### src/rtl/wb_pkg.sv
// wb_pkg: load-type encodings and the long-latency result queue entry shared by
// the writeback arbiter files. Queue entry fields are sized for widths up to 32/5.
`default_nettype none
package wb_pkg;

  localparam logic [2:0] FUNC3_LB  = 3'b000;
  localparam logic [2:0] FUNC3_LH  = 3'b001;
  localparam logic [2:0] FUNC3_LW  = 3'b010;
  localparam logic [2:0] FUNC3_LBU = 3'b100;
  localparam logic [2:0] FUNC3_LHU = 3'b101;

  localparam int unsigned WB_DATA_MAX = 32;
  localparam int unsigned WB_RD_MAX   = 5;

  typedef struct packed {
    logic                   live;
    logic [WB_RD_MAX-1:0]   rd;
    logic [WB_DATA_MAX-1:0] data;
  } wb_entry_t;

endpackage
`default_nettype wire

### src/rtl/wb_arbiter_if.sv
// wb_arbiter_if: main-pipe result, MUL/DIV offer and regfile write port bundle.
// Revision: 1.0
`default_nettype none
interface wb_arbiter_if #(
  parameter int DATA_WIDTH = 32,
  parameter int RD_WIDTH   = 5,
  parameter int MD_DEPTH   = 4
) ();

  logic                          MEM_VALID;
  logic [2:0]                    MEM_FUNC3;
  logic                          MEM_WRITE_ENABLE;
  logic                          MEM_DATA_MEM_SELECT;
  logic [DATA_WIDTH-1:0]         MEM_JAL_SELECTED;
  logic [DATA_WIDTH-1:0]         MEM_DATA_OUT;
  logic [RD_WIDTH-1:0]           MEM_RD;
  logic                          MD_VALID;
  logic [DATA_WIDTH-1:0]         MD_RESULT;
  logic [RD_WIDTH-1:0]           MD_RD;
  logic                          MD_READY;
  logic                          WB_WRITE_ENABLE;
  logic [DATA_WIDTH-1:0]         WB_WRITE_DATA;
  logic [RD_WIDTH-1:0]           WB_RD;
  logic [$clog2(MD_DEPTH):0]     MD_PENDING;

  modport slave (
    input  MEM_VALID, MEM_FUNC3, MEM_WRITE_ENABLE, MEM_DATA_MEM_SELECT,
           MEM_JAL_SELECTED, MEM_DATA_OUT, MEM_RD, MD_VALID, MD_RESULT, MD_RD,
    output MD_READY, WB_WRITE_ENABLE, WB_WRITE_DATA, WB_RD, MD_PENDING
  );

  modport master (
    output MEM_VALID, MEM_FUNC3, MEM_WRITE_ENABLE, MEM_DATA_MEM_SELECT,
           MEM_JAL_SELECTED, MEM_DATA_OUT, MEM_RD, MD_VALID, MD_RESULT, MD_RD,
    input  MD_READY, WB_WRITE_ENABLE, WB_WRITE_DATA, WB_RD, MD_PENDING
  );

endinterface
`default_nettype wire

### src/rtl/wb_load_align.sv
// wb_load_align: combinational load data extension selected by func3.
// Revision: 1.0
`default_nettype none
module wb_load_align
  import wb_pkg::*;
#(
  parameter int DATA_WIDTH = 32
) (
  input  logic [2:0]            i_func3,
  input  logic [DATA_WIDTH-1:0] i_data,
  output logic [DATA_WIDTH-1:0] o_data
);

  always_comb begin
    o_data = i_data;
    case (i_func3)
      FUNC3_LB:  o_data = {{(DATA_WIDTH-8){i_data[7]}}, i_data[7:0]};
      FUNC3_LH:  o_data = {{(DATA_WIDTH-16){i_data[15]}}, i_data[15:0]};
      FUNC3_LBU: o_data = {{(DATA_WIDTH-8){1'b0}}, i_data[7:0]};
      FUNC3_LHU: o_data = {{(DATA_WIDTH-16){1'b0}}, i_data[15:0]};
      FUNC3_LW:  o_data = i_data;
      default:   o_data = i_data;
    endcase
  end

endmodule
`default_nettype wire

### src/rtl/wb_arbiter.sv
// wb_arbiter: regfile write-port arbiter; main pipe always wins, MUL/DIV results
// queue and drain in idle cycles. Optional macro WB_ARBITER_BYPASS_EN. Revision: 1.0
`default_nettype none
module wb_arbiter
  import wb_pkg::*;
#(
  parameter int DATA_WIDTH = 32,
  parameter int RD_WIDTH   = 5,
  parameter int MD_DEPTH   = 4
) (
  input  logic          CLK,
  input  logic          RST,
  wb_arbiter_if.slave   bus
);

  localparam int PTR_W = $clog2(MD_DEPTH);
  localparam int CNT_W = PTR_W + 1;

  wb_entry_t             queue_q [MD_DEPTH];
  wb_entry_t             queue_d [MD_DEPTH];
  logic [PTR_W-1:0]      wr_ptr_q, wr_ptr_d;
  logic [PTR_W-1:0]      rd_ptr_q, rd_ptr_d;
  logic [CNT_W-1:0]      count_q, count_d;
  logic                  wb_we_q, wb_we_d;
  logic [DATA_WIDTH-1:0] wb_data_q, wb_data_d;
  logic [RD_WIDTH-1:0]   wb_rd_q, wb_rd_d;

  logic [DATA_WIDTH-1:0] aligned_data;
  logic [DATA_WIDTH-1:0] main_data;
  logic                  main_wr;
  logic                  md_ready;
  logic                  md_live;
  logic                  bypass;
  logic                  push;
  logic                  pop;
  logic                  head_wr;
  wb_entry_t             head;

  wb_load_align #(.DATA_WIDTH(DATA_WIDTH)) u_align (
    .i_func3 (bus.MEM_FUNC3),
    .i_data  (bus.MEM_DATA_OUT),
    .o_data  (aligned_data)
  );

  always_comb begin
    main_data = bus.MEM_DATA_MEM_SELECT ? aligned_data : bus.MEM_JAL_SELECTED;
    main_wr   = bus.MEM_VALID && bus.MEM_WRITE_ENABLE && (bus.MEM_RD != '0);
    md_ready  = (count_q < CNT_W'(MD_DEPTH));
    md_live   = bus.MD_VALID && md_ready && (bus.MD_RD != '0);
`ifdef WB_ARBITER_BYPASS_EN
    bypass    = md_live && (count_q == '0) && !main_wr;
`else
    bypass    = 1'b0;
`endif
    push      = md_live && !bypass;
    head      = queue_q[rd_ptr_q];
    // Dead heads retire every cycle; live heads only when the port is free.
    pop       = (count_q != '0) && (!head.live || !main_wr);
    head_wr   = (count_q != '0) && head.live && !main_wr;
  end

  always_comb begin
    wb_we_d   = 1'b0;
    wb_data_d = wb_data_q;
    wb_rd_d   = wb_rd_q;
    if (main_wr) begin
      wb_we_d   = 1'b1;
      wb_data_d = main_data;
      wb_rd_d   = bus.MEM_RD;
    end else if (head_wr) begin
      wb_we_d   = 1'b1;
      wb_data_d = head.data[DATA_WIDTH-1:0];
      wb_rd_d   = head.rd[RD_WIDTH-1:0];
    end else if (bypass) begin
      wb_we_d   = 1'b1;
      wb_data_d = bus.MD_RESULT;
      wb_rd_d   = bus.MD_RD;
    end
  end

  always_comb begin
    queue_d = queue_q;
    // A main write is younger than anything queued for the same register.
    if (main_wr) begin
      for (int i = 0; i < MD_DEPTH; i++) begin
        if (queue_q[i].rd == WB_RD_MAX'(bus.MEM_RD)) begin
          queue_d[i].live = 1'b0;
        end
      end
    end
    // Applied after the kill so a same-cycle arrival stays live.
    if (push) begin
      queue_d[wr_ptr_q].live = 1'b1;
      queue_d[wr_ptr_q].rd   = WB_RD_MAX'(bus.MD_RD);
      queue_d[wr_ptr_q].data = WB_DATA_MAX'(bus.MD_RESULT);
    end
    wr_ptr_d = wr_ptr_q + PTR_W'(push);
    rd_ptr_d = rd_ptr_q + PTR_W'(pop);
    count_d  = count_q + CNT_W'(push) - CNT_W'(pop);
  end

  always_ff @(posedge CLK or posedge RST) begin
    if (RST) begin
      for (int i = 0; i < MD_DEPTH; i++) begin
        queue_q[i] <= '0;
      end
      wr_ptr_q  <= '0;
      rd_ptr_q  <= '0;
      count_q   <= '0;
      wb_we_q   <= 1'b0;
      wb_data_q <= '0;
      wb_rd_q   <= '0;
    end else begin
      queue_q   <= queue_d;
      wr_ptr_q  <= wr_ptr_d;
      rd_ptr_q  <= rd_ptr_d;
      count_q   <= count_d;
      wb_we_q   <= wb_we_d;
      wb_data_q <= wb_data_d;
      wb_rd_q   <= wb_rd_d;
    end
  end

  assign bus.MD_READY        = md_ready;
  assign bus.MD_PENDING      = count_q;
  assign bus.WB_WRITE_ENABLE = wb_we_q;
  assign bus.WB_WRITE_DATA   = wb_data_q;
  assign bus.WB_RD           = wb_rd_q;

endmodule
`default_nettype wire

### src/flat_wrapper.sv
// flat-port wrapper written by rule: the top's interface ports become plain ports
module wb_arbiter_flat import wb_pkg::*;
#(
  parameter int DATA_WIDTH = 32,
  parameter int RD_WIDTH   = 5,
  parameter int MD_DEPTH   = 4
)
  (CLK, RST, bus_MEM_VALID, bus_MEM_FUNC3, bus_MEM_WRITE_ENABLE, bus_MEM_DATA_MEM_SELECT, bus_MEM_JAL_SELECTED, bus_MEM_DATA_OUT, bus_MEM_RD, bus_MD_VALID, bus_MD_RESULT, bus_MD_RD, bus_MD_READY, bus_WB_WRITE_ENABLE, bus_WB_WRITE_DATA, bus_WB_RD, bus_MD_PENDING);
  wb_arbiter_if #(.DATA_WIDTH(DATA_WIDTH), .RD_WIDTH(RD_WIDTH), .MD_DEPTH(MD_DEPTH)) bus_i ();
  input  logic CLK;
  input  logic RST;
  input wire logic [$bits(bus_i.MEM_VALID)-1:0] bus_MEM_VALID;
  input wire logic [$bits(bus_i.MEM_FUNC3)-1:0] bus_MEM_FUNC3;
  input wire logic [$bits(bus_i.MEM_WRITE_ENABLE)-1:0] bus_MEM_WRITE_ENABLE;
  input wire logic [$bits(bus_i.MEM_DATA_MEM_SELECT)-1:0] bus_MEM_DATA_MEM_SELECT;
  input wire logic [$bits(bus_i.MEM_JAL_SELECTED)-1:0] bus_MEM_JAL_SELECTED;
  input wire logic [$bits(bus_i.MEM_DATA_OUT)-1:0] bus_MEM_DATA_OUT;
  input wire logic [$bits(bus_i.MEM_RD)-1:0] bus_MEM_RD;
  input wire logic [$bits(bus_i.MD_VALID)-1:0] bus_MD_VALID;
  input wire logic [$bits(bus_i.MD_RESULT)-1:0] bus_MD_RESULT;
  input wire logic [$bits(bus_i.MD_RD)-1:0] bus_MD_RD;
  output wire logic [$bits(bus_i.MD_READY)-1:0] bus_MD_READY;
  output wire logic [$bits(bus_i.WB_WRITE_ENABLE)-1:0] bus_WB_WRITE_ENABLE;
  output wire logic [$bits(bus_i.WB_WRITE_DATA)-1:0] bus_WB_WRITE_DATA;
  output wire logic [$bits(bus_i.WB_RD)-1:0] bus_WB_RD;
  output wire logic [$bits(bus_i.MD_PENDING)-1:0] bus_MD_PENDING;
  assign bus_i.MEM_VALID = bus_MEM_VALID;
  assign bus_i.MEM_FUNC3 = bus_MEM_FUNC3;
  assign bus_i.MEM_WRITE_ENABLE = bus_MEM_WRITE_ENABLE;
  assign bus_i.MEM_DATA_MEM_SELECT = bus_MEM_DATA_MEM_SELECT;
  assign bus_i.MEM_JAL_SELECTED = bus_MEM_JAL_SELECTED;
  assign bus_i.MEM_DATA_OUT = bus_MEM_DATA_OUT;
  assign bus_i.MEM_RD = bus_MEM_RD;
  assign bus_i.MD_VALID = bus_MD_VALID;
  assign bus_i.MD_RESULT = bus_MD_RESULT;
  assign bus_i.MD_RD = bus_MD_RD;
  assign bus_MD_READY = bus_i.MD_READY;
  assign bus_WB_WRITE_ENABLE = bus_i.WB_WRITE_ENABLE;
  assign bus_WB_WRITE_DATA = bus_i.WB_WRITE_DATA;
  assign bus_WB_RD = bus_i.WB_RD;
  assign bus_MD_PENDING = bus_i.MD_PENDING;
  wb_arbiter #(.DATA_WIDTH(DATA_WIDTH), .RD_WIDTH(RD_WIDTH), .MD_DEPTH(MD_DEPTH)) u_core (.CLK(CLK), .RST(RST), .bus(bus_i));
endmodule
### config.mk
export PLATFORM = sky130hd
export DESIGN_NAME = wb_arbiter_flat
export DESIGN_NICKNAME = d
export VERILOG_FILES = /design/src/rtl/wb_pkg.sv /design/src/rtl/wb_arbiter_if.sv /design/src/rtl/wb_load_align.sv /design/src/rtl/wb_arbiter.sv /design/src/flat_wrapper.sv
export SDC_FILE = /design/constraint.sdc
export NUM_CORES = 1
export LEC_CHECK = 0
export ABC_CLOCK_PERIOD_IN_PS = 7000
export CAP_MARGIN = 25
export CORE_ASPECT_RATIO = 1.5
export CORE_MARGIN = 3
export CORE_UTILIZATION = 49
export DETAILED_ROUTE_END_ITERATION = 8
export PLACE_DENSITY = 0.77
export SYNTH_ARGS = -nofsm -noshare
export SYNTH_HDL_FRONTEND = slang
export SYNTH_SLANG_ARGS = --single-unit
### constraint.sdc
create_clock -name CLK -period 7 [get_ports CLK]
set_input_delay 2.1 -clock CLK [delete_from_list [all_inputs] [get_ports CLK]]
set_output_delay 2.1 -clock CLK [all_outputs]
set_load 0.01 [all_outputs]
After elaboration in Yosys (flattened, before gate mapping)
Index checks and enable logic that the tools add are counted.
Widths: inputs -> output; s select.
{"block": "classes", "shift": 0, "mul": 0, "reduce_logical": 16, "bitwise_logic": 2, "eq_ne": 7, "n_div": 0, "magnitude_cmp": 4, "addsub": 4, "n_mux": 29}
{"operator": "$bwmux 152", "count": 3}
{"operator": "$demux 38 s2", "count": 3}
{"operator": "$mux 152", "count": 1}
{"operator": "$mux 32", "count": 4}
{"operator": "$pmux 32 s4", "count": 1}
{"operator": "$mux 38", "count": 3}
{"operator": "$bmux 38 s2", "count": 1}
{"operator": "$mux 37", "count": 1}
{"operator": "$eq 5x5->1", "count": 4}
{"operator": "$mux 1", "count": 10}
{"operator": "$mux 5", "count": 2}
{"operator": "$reduce_bool 5->1", "count": 2}
{"operator": "$logic_and 1x1->1", "count": 8}
{"operator": "$eq 3x3->1 const B", "count": 2}
{"operator": "$ge 3x3->1 const B", "count": 2}
{"operator": "$not 2->3", "count": 2}
{"operator": "$add 2x1->2", "count": 2}
{"operator": "$add 3x1->3", "count": 1}
{"operator": "$eq 3x1->1 const B", "count": 1}
{"operator": "$logic_not 3->1", "count": 1}
{"operator": "$lt 3x1->1 const B", "count": 1}
{"operator": "$lt 3x3->1 const B", "count": 1}
{"operator": "$reduce_bool 3->1", "count": 1}
{"operator": "$sub 3x1->3", "count": 1}
{"operator": "other kinds (3)", "count": 4}
{"block": "totals", "mem_count": 0, "latchBits": 0, "romBits": 0, "output_inout_bits": 42, "regBits": 197, "mem_bits_rw": 0}

Depth between registers and ports, before layout
{"block": "depth", "depth_word": 9, "ltp_mapped": 9, "depth_no_buf": 8}

Hierarchy
A second synthesis with hierarchy kept.
{"block": "hier_totals", "cells_unflattened": 710, "hier_area_um2": 9654.3}
{"mod": "wb_arbiter", "seq_area_each_um2": 4929.7, "cells_each": 643, "instances": 1, "area_each_um2": 9298.9}
{"mod": "wb_load_align", "seq_area_each_um2": 0.0, "cells_each": 67, "instances": 1, "area_each_um2": 355.3}

Worst setup path after synthesis
Ideal clock, no wire load.
{"block": "synth_path", "path_kind": "input port to flip-flop", "from": "in bus_MEM_RD[0]", "to": "reg u_core.count_q[2], in the netlist u_core.bus.MD_PENDING[2]", "n_path_buf": 1, "t_arrival_ps": 4122, "slack_ps": 2754, "path_stages": 8, "cell_sequence": "buf_2 or4_4 o211ai_1 nand2_1 or2_2 fa_1 xnor2_1 xnor2_1"}
{"block": "synth_between", "elab_chain_cells": 6}
{"element": "start: declaration", "line": "flat_wrapper.sv:18", "text": "input wire logic [$bits(bus_i.MEM_RD)-1:0] bus_MEM_RD;"}
{"element": "$reduce_bool 5->1", "line": "wb_arbiter.sv:47", "text": "main_wr = bus.MEM_VALID && bus.MEM_WRITE_ENABLE && (bus.MEM_RD != '0);"}
{"element": "$logic_and 1x1->1", "line": "wb_arbiter.sv:47"}
{"element": "$logic_not 1->1", "line": "wb_arbiter.sv:58", "text": "pop = (count_q != '0) && (!head.live || !main_wr);"}
{"element": "$logic_or 1x1->1", "line": "wb_arbiter.sv:58"}
{"element": "$logic_and 1x1->1", "line": "wb_arbiter.sv:58"}
{"element": "$sub 3x1->3", "line": "wb_arbiter.sv:99", "text": "count_d = count_q + CNT_W'(push) - CNT_W'(pop);"}
{"element": "net u_core.count_d[2]", "line": "wb_arbiter.sv:23", "text": "logic [CNT_W-1:0] count_q, count_d;"}
{"element": "end signal: assignment", "line": "wb_arbiter.sv:117", "text": "count_q <= count_d;"}
{"element": "end: declaration", "line": "wb_arbiter.sv:23"}
The timed path passes the listed nets, and every way through them passes these cells.
A chain may end at the register's enable or synchronous reset.

Final worst setup path
Same ends and word-level chain as after synthesis.

==> key figures <==
Status
  – Status: complete, no violations

Route
  – Via count: between 6000 and 7000
  – Routed len/inst: about 21 um
  – Via/cell ratio: 5.679
  – Final ANT Viol Nets: 0
  – Detailed Route Iter0 Violations: roughly 350
  – DR pass1 iterations: 4
  – WL final: approximately 23000 um
  – Post-route DRC: 0

Place
  – Place WS: between 2 and 2.5 ns
  – Port buffer count: 156
  – GPL Wtd Cong: 0.8219
  – Hpwl dp: around 16000 um

Global route
  – Largest net degree at the start of global routing: 100
  – First-pass GRT wire length: approximately 37000 um
  – Grt ovf: 0
  – Vias in the first global route: approximately 6600
  – Initial antenna violation count: 0
  – GRT Overall Usage: 22.40%

Floorplan
  – Row count: approximately 60
  – Core area: 0.01878 mm2
  – Die Wd: 119.8 um
  – Die area: 0.02117 mm2
  – Initial Util: between 50 and 60%
  – Io pins: 157
  – Die Span Y: roughly 180 um

Setup path
  – Crit path arrival time: roughly 4.8 ns
  – FF-to-FF Start: u_core.queue_q[151]$_DFF_PP0_
  – Crit path kind: primary input to register
  – CP Launch Point: bus_MEM_RD[0]
  – WP data required: approximately 7.4 ns
  – Crit-path max FO: 6
  – R2r setup slk: 4.61 ns
  – CP endpoint kind: register
  – Worst setup SP type: primary input

STA
  – Fin crit share: 64.01%
  – Hold_ws: slightly below 0.5 ns
  – Slew Limit Fails: 0
  – Final Setup Violations: 0
  – RSZ-0062 raised after global routing: false
  – Skew final: 0.01871 ns
  – Final Hold Fails: 0
  – Period minus WS final: roughly 4.5 ns
  – Slew @ Worst Pin: around 0.90 ns
  – Worst rel slew slack: roughly 40%
  – Setup TNS: 0 ns
  – PnR worst setup slack: approximately 2.5 ns
  – Fmax: between 200 and 250 MHz

Clock tree
  – CTS Hold Bufs: 0
  – Clk_lat worst skew: 0.44 ns
  – Max H-tree Level: 4
  – CTS tree: built
  – Resized cells post-CTS: 0
  – Cts bufs inserted: 17
  – CTS Buffer Depth: 2
  – Clock sink total: 197
  – CTS root buf: clkbuf_16
  – Post-CTS setup buffer count: 0
  – CTS clk-pin slew, worst paths: ~0.08 ns

Synthesis
  – Asr flop ratio synth: between 90% and 100%
  – Ys Warns: 0
  – Ys flop type: dfrtp_1
  – Avg Inst Size Synth: 13.31 um2
  – Synth Net Count: between 800 and 900
  – Syn Std Cell Area: around 0.0095 mm2
  – #FFs+latches synth: around 200
  – Sequential fraction of the synthesis area: between 50% and 60%
  – Synthesized netlist cell count: between 700 and 800
  – Post-synth EDFFs: 0
  – Yosys cell types: 40

Min path
  – Hold Path Class: register to register

Final layout
  – Fill count: 1444
  – Share of cells above drive strength 1: approximately a fifth
  – Nets: 965
  – Multi-input gate area: between 0.004 and 0.005 mm2
  – Register area: between 0.004 and 0.005 mm2
  – # diodes: 0
  – Synthesis-to-layout area growth: 25.07%
  – Fin util: a little under two thirds

Job
  – Max Cap Viol: 0

Power and ir drop
  – Leakage power: a little under 5 nW
  – Pwr Density: 440.8 mW/mm2
  – Worst-case vdd ir drop: 0.2727 mV
[worst paths after layout]
path | end | depth (start not counted)
worst max-delay path | u_core.bus.MD_PENDING[2]$_DFF_PP0_ | 8
worst min-delay path | register | 1
worst max register to register | u_core.bus.MD_PENDING[2]$_DFF_PP0_ | 7
worst min register to register | register | 1
max in group asynchronous | u_core.rd_ptr_q[0]$_DFF_PP0_ | 4
min in group asynchronous | asynchronous set/reset pin | 2
[per-layer routing]
layer  track usage [%]  routed length [um]  vias up
met5                 0                   0        -
met2             37.95               11740      157
li1                  -                   -     2883
met1             30.00                9862     3248
met4             5.542                 378        0
met3             4.381                 994       27
[layout make-up]
type / count / area share, %
inverter: 20 / 0.6622
multi-input combinational: 439 / 35.16
timing repair buffer: 172 / 14.78
tap: 252 / 2.649
sequential: 197 / 41.43
clock buffer: 17 / 3.574
clock inverter: 15 / 1.745
[power breakdown]
group	internal [mW]	switching, mW	leakage, nW
clock network	0.522	0.497	0.306
registers	1.72	0.323	2.36
logic	1.21	0.970	2.29
[cells by family after synthesis]
kind of cell | after synthesis | share of synthesized area, %
AO/OA/AOI/OAI | 87 | 6.336
XOR/XNOR | 25 | 2.301
adder cells (fa/ha/maj) | 3 | 0.4732
buffers and inverters | 79 | 4.312
flip-flops | 197 | 51.79
multiplexers | 208 | 28.82
AND/OR/NAND/NOR | 116 | 5.968
[cell usage in the layout, fill, tap and decap left out, types with 3 or more instances in the layout]
master / n
nor2_1: 26
a211oi_1: 8
a21oi_1: 9
buf_4: 10
nand3_1: 53
nor3_1: 9
mux2i_1: 22
xnor2_1: 16
inv_1: 19
mux2_2: 75
o221ai_1: 16
o21ai_1: 19
o41ai_1: 4
dfrtp_1: 195
nand2_1: 9
nand3b_1: 3
o21ai_0: 8
mux4_2: 38
xor2_1: 9
nor2b_1: 8
inv_8: 4
clkdlybuf4s50_1: 155
mux2_1: 73
buf_12: 5
clkbuf_16: 17
o31ai_1: 16
clkinv_8: 6
[cells in the mapped netlist, types with 9 or more instances]
| cell type | instances | area [um2] |
|---|---|---|
| xor2_1 | 9 | 78.83 |
| clkbuf_1 | 21 | 78.83 |
| inv_1 | 20 | 75.07 |
| mux4_2 | 38 | 855.8 |
| o221ai_1 | 16 | 140.1 |
| nor2_1 | 26 | 97.59 |
| dfrtp_1 | 197 | 4930 |
| o31ai_1 | 16 | 120.1 |
| mux2_2 | 75 | 844.6 |
| mux2_1 | 73 | 822.0 |
| xnor2_1 | 16 | 140.1 |
| o21ai_1 | 19 | 95.09 |
| buf_2 | 19 | 95.09 |
| mux2i_1 | 22 | 220.2 |
| nor3_1 | 9 | 45.04 |
| nand2_1 | 10 | 37.54 |
| a21oi_1 | 9 | 45.04 |
| nand3_1 | 54 | 270.3 |
[through the flow]
| stage | cells | power, mW | cell area, um2 |
|---|---|---|---|
| 4_1_cts | 1110 | 5.283 | 11860 |
| 2_1_floorplan | 715 | 3.487 | 9522 |
| 3_3_place_gp | 1076 | 4.153 | 11180 |
| 6_report | 1112 | 5.247 | 11900 |
| 3_5_place_dp | 1078 | 4.256 | 11220 |
| 5_1_grt | 1112 | 5.565 | 11900 |
[worst max-delay path, stage by stage]
cell and delay (ns):
clkdlybuf4s50_1 0.58, or4_4 0.64, o211ai_1 0.30, nand2_1 0.16, or2_2 0.31, fa_1 0.42
xnor2_1 0.18, xnor2_1 0.15
Note: power is estimated with default switching activity, not from simulation.
